$ cat src/rtl/packet_arbiter_pkg.sv
// Shared types for the packet arbiter: packet payload, FSM state, counter widths.
package packet_arbiter_pkg;

    localparam int unsigned PKT_W       = 13;
    localparam int unsigned BURST_CNT_W = 4;

    typedef struct packed {
        logic [7:0] data;
        logic [3:0] tag;
        logic       valid;
    } packet_t;

    typedef enum logic {
        IDLE  = 1'b0,
        BURST = 1'b1
    } state_t;

endpackage

$ cat src/rtl/packet_arbiter_rr_pick.sv
// Combinational round-robin pick: first set request bit at or after a pointer,
// wrapping modulo N; returns a one-hot grant and its index.
module packet_arbiter_rr_pick #(
    parameter int unsigned N     = 4,
    parameter int unsigned IDX_W = $clog2(N)
) (
    input  logic [N-1:0]     i_req,
    input  logic [IDX_W-1:0] i_ptr,
    output logic [N-1:0]     o_gnt_oh,
    output logic [IDX_W-1:0] o_gnt_idx,
    output logic             o_any
);

    logic [IDX_W-1:0] w_lane;

    always_comb begin
        o_gnt_oh  = '0;
        o_gnt_idx = '0;
        o_any     = 1'b0;
        w_lane    = '0;
        for (int unsigned k = 0; k < N; k++) begin
            w_lane = IDX_W'((32'(i_ptr) + k) % N);
            if (!o_any && i_req[w_lane]) begin
                o_any          = 1'b1;
                o_gnt_idx      = w_lane;
                o_gnt_oh[w_lane] = 1'b1;
            end
        end
    end

endmodule

$ cat src/rtl/packet_arbiter.sv
// Round-robin packet arbiter with bounded bursts, a single registered output
// slot and per-lane saturating counters of consumed invalid packets.
module packet_arbiter
    import packet_arbiter_pkg::*;
#(
    parameter int unsigned NUM_REQ   = 4,
    parameter int unsigned MAX_BURST = 4,
    parameter int unsigned CNT_W     = 8
) (
    input  logic                       clk,
    input  logic                       rst,
    input  logic [NUM_REQ-1:0]         req_valid,
    input  packet_t                    req_pkt [NUM_REQ],
    output logic [NUM_REQ-1:0]         req_ready,
    output logic                       out_valid,
    output packet_t                    out_pkt,
    output logic [$clog2(NUM_REQ)-1:0] out_src,
    input  logic                       out_ready,
    output logic [CNT_W-1:0]           drop_count [NUM_REQ]
);

    localparam int unsigned IDX_W = $clog2(NUM_REQ);

    state_t                  r_state;
    logic [IDX_W-1:0]        r_owner;
    logic [BURST_CNT_W-1:0]  r_burst_cnt;
    logic [IDX_W-1:0]        r_rr_ptr;
    logic                    r_out_valid;
    packet_t                 r_out_pkt;
    logic [IDX_W-1:0]        r_out_src;
    logic [CNT_W-1:0]        r_drop_count [NUM_REQ];

    logic [NUM_REQ-1:0]      w_rr_oh;
    logic [IDX_W-1:0]        w_rr_idx;
    logic                    w_rr_any;
    logic                    w_slot_free;
    logic                    w_hold;
    logic [IDX_W-1:0]        w_gnt_idx;
    logic [NUM_REQ-1:0]      w_gnt_oh;
    logic                    w_accept;
    logic                    w_new_grant;
    packet_t                 w_acc_pkt;
    logic [IDX_W-1:0]        w_next_ptr;
    logic [BURST_CNT_W-1:0]  w_cnt_inc;

    packet_arbiter_rr_pick #(
        .N     (NUM_REQ),
        .IDX_W (IDX_W)
    ) u_rr_pick (
        .i_req     (req_valid),
        .i_ptr     (r_rr_ptr),
        .o_gnt_oh  (w_rr_oh),
        .o_gnt_idx (w_rr_idx),
        .o_any     (w_rr_any)
    );

    // Burst owner keeps the grant while it requests; otherwise round-robin from rr_ptr.
    always_comb begin
        w_slot_free = !r_out_valid || out_ready;
        w_hold      = (r_state == BURST) && req_valid[r_owner];
        w_gnt_idx   = w_hold ? r_owner : w_rr_idx;
        w_gnt_oh    = w_hold ? (NUM_REQ'(1) << r_owner) : w_rr_oh;
        w_accept    = !rst && w_slot_free && (w_hold || w_rr_any);
        w_new_grant = w_accept && !w_hold;
        req_ready   = w_accept ? w_gnt_oh : '0;
        w_acc_pkt   = req_pkt[w_gnt_idx];
        w_next_ptr  = (w_gnt_idx == IDX_W'(NUM_REQ - 1)) ? '0 : w_gnt_idx + IDX_W'(1);
        w_cnt_inc   = r_burst_cnt + BURST_CNT_W'(1);
    end

    always_ff @(posedge clk) begin
        if (rst) begin
            r_state     <= IDLE;
            r_owner     <= '0;
            r_burst_cnt <= '0;
            r_rr_ptr    <= '0;
            r_out_valid <= 1'b0;
            r_out_pkt   <= '0;
            r_out_src   <= '0;
            for (int i = 0; i < int'(NUM_REQ); i++) begin
                r_drop_count[i] <= '0;
            end
        end else begin
            // Output slot: load valid packets, drain otherwise.
            if (w_accept && w_acc_pkt.valid) begin
                r_out_valid <= 1'b1;
                r_out_pkt   <= w_acc_pkt;
                r_out_src   <= w_gnt_idx;
            end else if (w_slot_free) begin
                r_out_valid <= 1'b0;
            end

            if (w_accept && !w_acc_pkt.valid && (r_drop_count[w_gnt_idx] != '1)) begin
                r_drop_count[w_gnt_idx] <= r_drop_count[w_gnt_idx] + CNT_W'(1);
            end

            // A fresh grant (from IDLE or after the owner went quiet) opens a burst.
            if (w_new_grant) begin
                r_rr_ptr <= w_next_ptr;
                if (MAX_BURST > 1) begin
                    r_state     <= BURST;
                    r_owner     <= w_gnt_idx;
                    r_burst_cnt <= BURST_CNT_W'(1);
                end else begin
                    r_state <= IDLE;
                end
            end else if (w_hold) begin
                if (w_accept) begin
                    r_burst_cnt <= w_cnt_inc;
                    if (w_cnt_inc == BURST_CNT_W'(MAX_BURST)) begin
                        r_state <= IDLE;
                    end
                end
            end else if (r_state == BURST) begin
                r_state <= IDLE;
            end
        end
    end

    assign out_valid  = r_out_valid;
    assign out_pkt    = r_out_pkt;
    assign out_src    = r_out_src;
    assign drop_count = r_drop_count;

endmodule

$ cat config.mk
export PLATFORM = sky130hd
export DESIGN_NAME = packet_arbiter
export DESIGN_NICKNAME = d
export VERILOG_FILES = /design/src/rtl/packet_arbiter_pkg.sv /design/src/rtl/packet_arbiter_rr_pick.sv /design/src/rtl/packet_arbiter.sv
export SDC_FILE = /design/constraint.sdc
export NUM_CORES = 1
export LEC_CHECK = 0
export ABC_AREA = 0
export CAP_MARGIN = 20
export CORE_ASPECT_RATIO = 1.1
export CORE_MARGIN = 1.5
export CORE_UTILIZATION = 50
export CTS_BUF_LIST = sky130_fd_sc_hd__clkbuf_2 sky130_fd_sc_hd__clkbuf_4 sky130_fd_sc_hd__clkbuf_8
export DETAILED_ROUTE_END_ITERATION = 10
export PLACE_DENSITY = 0.86
export SLEW_MARGIN = 20
export SYNTH_ARGS = -nofsm -noshare
export SYNTH_HDL_FRONTEND = slang
export SYNTH_SLANG_ARGS = --single-unit
$ cat constraint.sdc
create_clock -name clk -period 4.73 [get_ports clk]
set_clock_uncertainty 0.05 [all_clocks]
set_input_delay 0.946 -clock clk [delete_from_list [all_inputs] [get_ports clk]]
set_output_delay 0.946 -clock clk [all_outputs]
set_load 0.05 [all_outputs]
Yosys cells after proc, flatten, opt, wreduce, memory -nomap -nowiden
Cells that the tools add are included.
{ "classes": {"n_addsub": 6, "n_mul": 0, "div_mod_pow": 0, "order_cmp": 11, "n_eq_ne": 5, "shift": 1, "muxes": 52, "bitwise": 4, "reduce_logical": 31} }
{ "ops": {"columns": ["op", "count"], "rows": [
  ["$bwmux 32", 1],
  ["$bmux 13 s2", 1],
  ["$mux 13", 2],
  ["$mux 4", 6],
  ["$mux 8", 3],
  ["$mux 1", 22],
  ["$bmux 8 s2", 1],
  ["$demux 8 s2", 1],
  ["$logic_and 1x1->1", 15],
  ["$lt 2x3->1 const B", 5],
  ["$mux 2", 6],
  ["$or 4x4->4", 3],
  ["$bmux 1 s2", 5],
  ["$add 8x1->8 const B", 1],
  ["$demux 1 s2", 4],
  ["$ge 2x1->1 const B", 4],
  ["$ne 8x8->1 const B", 1],
  ["$logic_not 1->1", 7],
  ["$ne 3x1->1 const B", 2],
  ["$reduce_and 2->1", 3],
  ["$reduce_bool 2->1", 3],
  ["$add 2x1->2 const B", 2],
  ["$add 2x2->2 const B", 2],
  ["$add 4x1->4 const B", 1],
  ["8 further kinds", 9]
]} }
{ "totals": {"regBits": 57, "latchBits": 0, "ram_bits": 0, "rom_bits": 0, "in_bits": 59, "output_inout_bits": 52, "elab_cells": 124, "memories": 0} }

Logic depth before layout (Yosys ltp)
Gate-level depths: netlist of run 1.
{ "logic_depth": {"ltp_word": 20, "ltp_mapped": 20, "mapped_depth_nobuf": 16} }

Modules after synthesis
From an unflattened synthesis of run 1, not the netlist that was laid out.
{ "hier_totals": {"hier_cells": 415, "hier_area_um2": 3584.7} }
{ "by_module_without_submodules": {"columns": ["mod", "n_inst", "cells_each", "area_each_um2", "seq_area_each_um2"], "rows": [
  ["packet_arbiter", 1, 370, 3165.5, 1141.1],
  ["packet_arbiter_rr_pick", 1, 45, 419.2, 0.0]
]} }

Worst setup path before layout of run 1
Ideal clock, no wire load.
{ "synth_path": {"kind": "reg-to-reg", "startpoint": "reg r_rr_ptr[1]", "endpoint": "reg r_drop_count, in the netlist drop_count[7]", "setup_ps": 156, "t_arrival_ps": 3968, "t_required_ps": 4524, "slack_ps": 556, "path_stages_with_launch": 20, "n_path_buf": 5, "synth_period_minus_slack_ps": 4174, "path_cell_list": "dfxtp_1 > clkbuf_1 > inv_1 > ha_1 > buf_2 > mux2_2 > a21o_1 > o22ai_2 > buf_6 > buf_6 > mux2i_1 > mux2_2 > inv_1 > ha_1 > nand2_1 > or4_4 > a21bo_2 > buf_2 > a21oi_1 > a311oi_1"} }
{ "synth_via": {"elab_chain_cells": 20, "word_cells_on_any_way": 46, "classes_between": "add/sub (4); order compare (2); eq/ne (1); mux (26); bitwise (1); reduce/logical (12)"} }
{ "synth_rtl": {"columns": ["item", "line_no", "source"], "rows": [
  ["from (decl)", "packet_arbiter.sv:27", "logic [IDX_W-1:0] r_rr_ptr;"],
  ["from (signal assigned)", "packet_arbiter.sv:99", "r_rr_ptr <= w_next_ptr;"],
  ["parallel branches: the longest is 20 deep, another holds $add 2x1->2", null, null],
  ["to (signal, indexed assignment)", "packet_arbiter.sv:94", "r_drop_count[w_gnt_idx] <= r_drop_count[w_gnt_idx] + CNT_W'(1);"],
  ["to (decl)", "packet_arbiter.sv:31", "logic [CNT_W-1:0] r_drop_count [NUM_REQ];"]
]} }
Several ways; the timed one is not identified. The select of a mux whose other input is x is not followed.
A chain may end at the register's enable or synchronous reset.

Worst setup path after layout of run 1
{ "layout_path": {"startpoint": "in req_valid[1]", "endpoint": "out req_ready[3]"} }
{ "layout_via": {"elab_chain_cells": 15, "word_cells_on_any_way": 32, "classes_between": "mux (20); bitwise (3); reduce/logical (9)"} }
{ "layout_rtl": {"columns": ["item", "line_no", "source"], "rows": [
  ["from (decl)", "packet_arbiter.sv:12", "input logic [NUM_REQ-1:0] req_valid,"],
  ["$bmux 1 s2", "packet_arbiter_rr_pick.sv:23", "if (!o_any && i_req[w_lane]) begin"],
  ["$mux 1 (not written as such)", "packet_arbiter_rr_pick.sv:23", null],
  ["$mux 1", "packet_arbiter_rr_pick.sv:23", null],
  ["$logic_not 1->1", "packet_arbiter_rr_pick.sv:23", null],
  ["$logic_and 1x1->1", "packet_arbiter_rr_pick.sv:23", null],
  ["$mux 1", "packet_arbiter_rr_pick.sv:23", null],
  ["$logic_not 1->1", "packet_arbiter_rr_pick.sv:23", null],
  ["$logic_and 1x1->1", "packet_arbiter_rr_pick.sv:23", null],
  ["$mux 1", "packet_arbiter_rr_pick.sv:23", null],
  ["$logic_not 1->1", "packet_arbiter_rr_pick.sv:23", null],
  ["$logic_and 1x1->1", "packet_arbiter_rr_pick.sv:23", null],
  ["$mux 1", "packet_arbiter_rr_pick.sv:23", null],
  ["$logic_or 1x1->1", "packet_arbiter.sv:63", "w_accept = !rst && w_slot_free && (w_hold || w_rr_any);"],
  ["$logic_and 1x1->1", "packet_arbiter.sv:63", null],
  ["$mux 4 *", "packet_arbiter.sv:65", "req_ready = w_accept ? w_gnt_oh : '0;"],
  ["to (decl)", "packet_arbiter.sv:14", "output logic [NUM_REQ-1:0] req_ready,"]
]} }
Mark *: on every way between the ends. The rest lies on a longest branch, timed or not. The select of a mux whose other input is x is not followed.

==> results of run 1 <==
worst max-delay path, cell delays in order:
cell             delay, ns
clkdlybuf4s50_1       0.75
nor2_1                0.11
o31ai_1               0.56
nor2_1                0.20
a222oi_1              0.31
a21oi_1               0.12
a31oi_1               0.18
nor2b_1               0.10
buf_12                0.15
cells in the final DEF (no fill, tap or decap), types with 4 or more instances in the layout:
master,count
clkdlybuf4s50_1,105
nand2_1,96
a21oi_1,60
dfxtp_1,57
nand3_1,50
mux2i_1,28
nor2_1,27
buf_4,23
o21ai_0,14
a211oi_1,14
ha_1,14
nor3_1,12
a311oi_1,10
mux2_2,9
clkbuf_8,9
nand2b_1,7
and3_1,7
inv_1,6
o21a_1,5
nor3b_1,4
a222oi_1,4
a31oi_1,4
o211ai_1,4
clkinv_2,4
buf_12,4
per-stage QoR:
step | worst slack (ns) | TNS (ns)
6_report | 0.3085 | 0
5_1_grt | 0.1273 | 0
4_1_cts | 0.3126 | 0
3_5_place_dp | -0.001706 | -0.001706
3_3_place_gp | 0.1300 | 0
2_1_floorplan | 0.5563 | 0
per-layer routing:
layer | GRT usage [%] | part of all wire [%]
met5 | 0 | 0
met4 | 15.21 | 3.0
met1 | 33.65 | 38
met2 | 48.72 | 48
met3 | 8.233 | 10
how the worst max path moves through the flow:
stage / to / slack (ns) / cells after the start
after floorplan: drop_count[7] / 0.56 / 19
after global placement: drop_count[0] / 0.13 / 15
after detailed placement: drop_count[7] / -0.002 / 16
after CTS: drop_count[7] / 0.31 / 16
after global routing: drop_count[14] / 0.13 / 16
final: req_ready[3] / 0.31 / 9
power groups by stage:
| stage | clock network [mW] | logic (mW) | registers (mW) |
|---|---|---|---|
| finish | 0.444 | 2.25 | 0.761 |
| global route | 0.470 | 2.41 | 0.772 |
| CTS | 0.451 | 2.23 | 0.755 |
| detailed placement | 0 | 2.22 | 0.764 |
| global placement | 0 | 2.18 | 0.757 |
| floorplan | 0 | 1.14 | 1.16 |
state kept, by name, summed over array words and instances (netlist names):
name / cells
out_valid: 1
r_state: 1
out_src: 2
r_burst_cnt: 4
r_owner: 2
drop_count: 32
out_pkt: 13
r_rr_ptr: 2
logic make-up after synthesis:
group,share of synthesized area [%]
buffers and inverters,5.662
multiplexers,10.84
AO/OA/AOI/OAI,23.61
adder cells (fa/ha/maj),4.479
AND/OR/NAND/NOR,25.56
XOR/XNOR,0.6719
flip-flops,29.17
final cells by class:
type	count	area [µm²]	area share, %
sequential	57	1141	21.27
timing repair buffer	133	1309	24.39
clock inverter	6	58.81	1.096
multi-input combinational	413	2562	47.76
clock buffer	10	131.4	2.449
inverter	7	31.28	0.5830
tap	105	131.4	2.449
==> results summary, run 1 <==
The sum of overflow across all layers after global routing came out at 0. In this run the cell area measured after placement is 5169 µm². The sequential fraction of the synthesis area is 29.17%.

Clock tree synthesis inserted a total of 9 buffers. The run finished with clean final reports. The final hold violation count is 0.

The area of the core is 7515 µm². The number of nets in the synthesized netlist is 590. Of all cell types, the one taking the most synthesized area is dfxtp_1. Hold is met by 0.4028 ns. The number of H-tree branching levels came out at 3. The floorplan die height came out at 95.76 µm. The number of storage elements in the synthesis netlist is 57. The pin count of the biggest net entering global routing came out at 58. The minimum setup slack among reg-to-reg paths came out at 0.62 ns. The mean cell area of the mapped netlist came out at 7.565 µm².

For the worst-skew pair, the clock arrives at the later sink with an insertion delay of 0.34 ns. The fmax is 226.2 MHz. The fraction of layout instances using a drive strength above 1 came out at 10.70%. In this run the critical register-to-register path is launched from r_rr_ptr[0]. The actual transition at the worst max-transition pin came out at 0.6061 ns. The required time of the critical path came out at 3.73 ns. The kind of path behind the tightest hold check is register to register. The top fanout value on the critical path is 15. The total die area is 8363 µm². The number of cells on the worst reg-to-reg path is 14. The critical path is of the input port to output pin type. The total power divided by cell area is 644.2 nW/µm². The filler cells instantiated in the layout total 622. The share of the core filled with cells came out at 71.40%. The hold buffer count at cts came out at 0. The count of flip-flops with a built-in enable after synthesis is 0.

The final weighted congestion in routability-driven placement came out at 0.9765. The number of maximum-capacitance violations is 0. The cell sitting at the root of the clock tree is a clkbuf_8. The number of violations reported at the end of detailed-routing iteration 0 came out at 512. The routed wirelength normalized by instance count is 16.30 µm. The final route contains 4414 vias.

Clock-pin slew was measured on the worst setup and hold paths at 0.07 ns. The number of antenna-violating nets in the routed design is 0. Counting every sink on the clock net gives 57. Buffers added to address setup during post-CTS repair amount to 0. For hold timing, the worst endpoint is out_pkt[4]. The number of placement rows is 33. The max-slew headroom at the worst pin is 59.24%. The number of global-route vias before repair came out at 4122. The maximum ir drop on the vdd rail is 0.2573 mV.

The DRC violation count after routing is 0. The number of inserted diodes is 0. In the synthesized netlist the dominant register cell turns out to be dfxtp_1. The type of origin of the critical path is an input port. The combined area of all synthesized cells came out at 3911 µm². The type of element capturing the critical path is an output pin.

The sequential cell fraction of total power is 22.0%. By count the netlist is led by nand2_1 (96), a21oi_1 (60), dfxtp_1 (57). 111 I/O pins were placed.

After the last flow step, the layout net total stands at 694. Summed over its instances, the top area cell type makes up 29.17% of the synthesized netlist area. The layout overhead on the synthesized area came out at 37.17%. The routed wire length came out at 11920 µm.

The clock passes through at most 2 buffers. The number of unique standard cell types used by synthesis came out at 56. The endpoint identified for the worst register-to-register timing path is drop_count[1]. The proportion of synthesized flip-flops having asynchronous set or reset is 0%.

The Yosys warning count came out at 0. The first-pass GRT wire length is 19180 µm. The cell area after layout came out at 5365 µm². The global routing usage summed across all routing layers is 29.08%. For this configuration, the core starts out at a cell density of 52.05%. The floorplan step set the die width to 87.33 µm. The share of total power consumed by net switching came out at 50.80%.

For this run, the number of standard cells in the final layout without fillers is 731. The most frequent cell after synthesis is nand2_1. The final-report max-slew violation count was 0. The count of endpoints failing setup in the final report came out at 0. After detailed placement, the design holds a cell count of 715. After layout, the minimum clock period comes to 4.422 ns. The share of the clock period used by the worst path is 93.48%. The half-perimeter wire length after placement came out at 8737 µm.

TritonCTS built the clock tree. The first TritonRoute pass finished after 9 iterations. The total power draw came out at 3.456 mW.

The number of cells traversed by the worst hold path came out at 2. The number of port buffers is 110. The instance count of the mapped netlist is 517. The power spent charging and discharging nets is 1.756 mW. The critical path starts at req_valid[1].

The number of instances resized during post-cts repair came out at 0. The arrival time reported for the critical path endpoint came out at 3.43 ns. Setup repair after global routing left no endpoint under its margin. The average vias per placed instance came out at 6.038. The fraction of power consumed by the clock network is 12.9%. The number of antenna violations at the first check in global routing is 0. The static leakage came out at 2.008 nW.

In this run the most critical hold path is launched from out_pkt[4]. Ranked by total cell area, the synthesized netlist is headed by dfxtp_1 (29%), nand2_1 (9.2%), a21oi_1 (7.7%). Combinational logic is responsible for 65.1% of the overall power.

The internal power contribution is 1.701 mW.
Power figures use the tool's default switching activity.
==> run 2, diff against run 1 <==
--- a/config.mk
+++ b/config.mk
@@ -12,7 +12,7 @@
 export CORE_UTILIZATION = 50
 export CTS_BUF_LIST = sky130_fd_sc_hd__clkbuf_2 sky130_fd_sc_hd__clkbuf_4 sky130_fd_sc_hd__clkbuf_8
 export DETAILED_ROUTE_END_ITERATION = 10
-export PLACE_DENSITY = 0.86
+export PLACE_DENSITY = 0.83
 export SLEW_MARGIN = 20
 export SYNTH_ARGS = -nofsm -noshare
 export SYNTH_HDL_FRONTEND = slang
==> run 2 against run 1 <==
  * Via count decreased by 0.70%
  * Highest routed layer unchanged
  * Sequential share of layout area decreased by 0.16 points
  * Global-route usage increased by 0.68 points
  * Worst hold slack improved by 0.0044 ns
  * Flip-flop and latch count unchanged
  * Combinational power increased by 2%
==> results summary, run 2 (synthesized netlist as in run 1, its figures left out) <==
The number of H-tree branching levels is 3 (unchanged). The actual transition at the worst max-transition pin came out at 0.6255 ns (+0.01933 ns). The number of cells traversed by the worst hold path was 2 (unchanged). The number of inserted diodes came out at 0 (unchanged). The effective utilization at floorplan came out at 52.05% (unchanged). The hold buffer count at cts is 0 (unchanged). The final hold violation count is 0 (unchanged). The flip-flop count of the largest register after layout came to 32 (unchanged). The sequential cell area in the final layout came out at 1141 µm² (unchanged). The routed wire length is 12200 µm (+2.3%).

The post-CTS clock slew at the launch and capture registers of the worst setup and hold paths came out at 0.07 ns (about the same). The net count of the finished layout came out at 698 (+0.58%). In this run the worst hold path is classified as register to register.

The required time of the critical path came out at 4.88 ns (+1.15 ns). The max-slew headroom at the worst pin is 57.95% (-1.3 points). The cell type group with the largest total delay on the critical path is buffers and inverters.

The number of buffers created by CTS was 9 (unchanged). The number of antenna violations at the first check in global routing came out at 0 (unchanged). The number of instances resized during post-cts repair came out at 0 (unchanged). The cell area after placement was 5211 µm² (+0.82%).

The path type of the worst setup path is input port to register. The final period demand of the worst path is 4.369 ns (-0.05249 ns). The worst hold path begins at out_pkt[3].

The floorplan die height is 95.76 µm (unchanged). The fill cell total of the finished layout is 616 (-0.96%). The cell area after layout was 5406 µm² (+0.77%).

The biggest cell delay along the critical path came out at 0.62 ns (-0.13 ns). The share of the clock period used by the worst path came out at 92.37% (-1.1 points). The first-pass GRT wire length is 19460 µm (+1.5%). The arrival time reported for the critical path endpoint is 4.52 ns (+1.09 ns). The area of the multi-input gates came out at 2556 µm² (-0.24%).

The final worst hold slack was 0.4072 ns (+0.004405 ns). Leaving out fill and tap cells, the most frequent cells in the layout are clkdlybuf4s50_1 (105), nand2_1 (96), a21oi_1 (60). The fraction of layout instances using a drive strength above 1 is 11.27% (+0.57 points). The number of placement rows came out at 33 (unchanged).

The most common cell after layout, fill and taps aside is clkdlybuf4s50_1. The average vias per placed instance is 5.963 (-1.2%). The routed wirelength normalized by instance count is 16.59 µm (+1.8%). The buffer and inverter count on the worst path is 4 (+2). The chip width was 87.33 µm (unchanged).

The global routing usage summed across all routing layers came out at 29.76% (+0.68 points). The clock latency at the later pin of the worst-skew pair came out at 0.34 ns (about the same). The worst setup path is captured at a register. The fmax is 228.9 MHz (+1.2%).

The top fanout value on the critical path came to 26 (+11). The static leakage came out at 2.029 nW (+1.0%). The area of the core came out at 7515 µm² (unchanged). The pin count of the biggest net entering global routing is 58 (unchanged).

The boundary pin count was 111 (unchanged). The half-perimeter wire length after placement came to 8950 µm (+2.4%). The total die area came out at 8363 µm² (unchanged). The number of optimization iterations in the first detailed-route pass is 6 (-3). The sum of overflow across all layers after global routing is 0 (unchanged). The post-route setup TNS is 0 ns (unchanged).

The maximum count of clock buffers along a single path is 2 (unchanged). The type of origin of the critical path is an input port. The final weighted congestion in routability-driven placement came to 0.9180 (-6.0%). The minimum setup slack among reg-to-reg paths is 0.56 ns (-0.06 ns).

Setup repair after global routing left no endpoint under its margin. The final-report max-slew violation count is 0 (unchanged). The total power divided by cell area was 646.7 nW/µm² (+0.39%). The met1 routed wirelength after detailed routing came out at 4959 µm (+8.4%). The maximum ir drop on the vdd rail was 0.2945 mV (+14%). The layout overhead on the synthesized area came out at 38.23%. The cell chosen for the clock root is clkbuf_8.

The critical path goes through clkdlybuf4s50_1 > mux2i_2 > o22ai_2 > a21o_1 > o22ai_4 > buf_4 > mux2i_1 > mux2_2 > inv_1 > ha_1 > nand2_1 > or4_4 > a21bo_2 > buf_12 > a21oi_1 > nor3_1. The worst register-to-register path begins at r_rr_ptr[0]. The endpoint identified for the worst register-to-register timing path is drop_count[18]. The detailed-route via count is 4383 (-0.70%). TritonCTS built the clock tree. The DRC violation count after routing came out at 0 (unchanged).

The count of endpoints failing setup in the final report is 0 (unchanged). The CTS sink count was 57 (unchanged). The number of maximum-capacitance violations came out at 0 (unchanged).

The length of routed met2 wiring came out at 5782 µm (+0.47%). The path with the worst hold slack has its endpoint at out_pkt[3]. In this run the top signal layer used is met4. The number of cell instances on the worst register-to-register path is 17 (+3). The number of violations reported at the end of detailed-routing iteration 0 is 377 (-26%). The met3 wirelength from detailed routing is 1115 µm (-9.0%). The post-CTS setup buffer count is 0 (unchanged).

The slowest cell on the critical path is clkdlybuf4s50_1. The number of antenna-violating nets in the routed design is 0 (unchanged). The number of global-route vias before repair came out at 4020 (-2.5%). The number of port buffers is 110 (unchanged).

The run finished with clean final reports.
run 2: cell count changes in the layout (fill, tap and decap cells not counted):
| cell | change |
|---|---|
| clkinvlp_4 | +1 |
| buf_4 | +3 |
| a21bo_4 | -1 |
| clkbuf_4 | +1 |
| a21bo_2 | +1 |
| clkinv_2 | -2 |
| buf_12 | +1 |
run 2: area by class of cell:
type                            count  area share [%]
Timing Repair Buffer              137           24.99
Clock buffer                       11           2.569
Sequential cell                    57           21.11
Clock inverter                      5           1.041
Multi-Input combinational cell    413           47.28
Tap cell                          105           2.430
Inverter                            7          0.5786
run 2: worst min-delay path: cells and delay by family, from the launching register on:
kind,cells,cell delay (ns)
and+or+nand+nor,1,0.05
DFF,1,0.31
AOI/OAI and AO/OA,1,0.05
run 2: worst max-delay path by stage:
stage               cells after the start          from              to  slack [ns]
floorplan                              19   r_rr_ptr[1]   drop_count[7]        0.56
global placement                       16  req_valid[0]   drop_count[8]        0.27
detailed placement                     15  req_valid[2]   drop_count[8]        0.08
CTS                                    16  req_valid[2]  drop_count[18]        0.42
global route                           15  req_valid[2]   drop_count[0]        0.15
finish                                 16  req_valid[2]  drop_count[18]        0.36
run 2: metal layers:
metal | up-vias | GRT usage, %
met5 | - | 0
met4 | 0 | 13.49
met2 | 266 | 48.91
li1 | 2085 | -
met1 | 1995 | 36.07
met3 | 37 | 8.405
run 2: through the flow:
| stage | power [mW] | std cells | setup slack, ns | utilization (%) |
|---|---|---|---|---|
| after floorplan | 2.291 | 517 | 0.5563 | - |
| after global placement | 2.966 | 719 | 0.2656 | 69.35 |
| after detailed placement | 3.012 | 719 | 0.08067 | 69.35 |
| after CTS | 3.471 | 735 | 0.4236 | 71.94 |
| after global routing | 3.702 | 735 | 0.1494 | 71.94 |
| final | 3.496 | 735 | 0.3610 | 71.94 |
run 2: power breakdown:
group          internal (mW)  total (mW)  switching, mW
Combinational          0.847        2.29           1.44
Sequential             0.620       0.756          0.136
Clock                  0.254       0.454          0.200
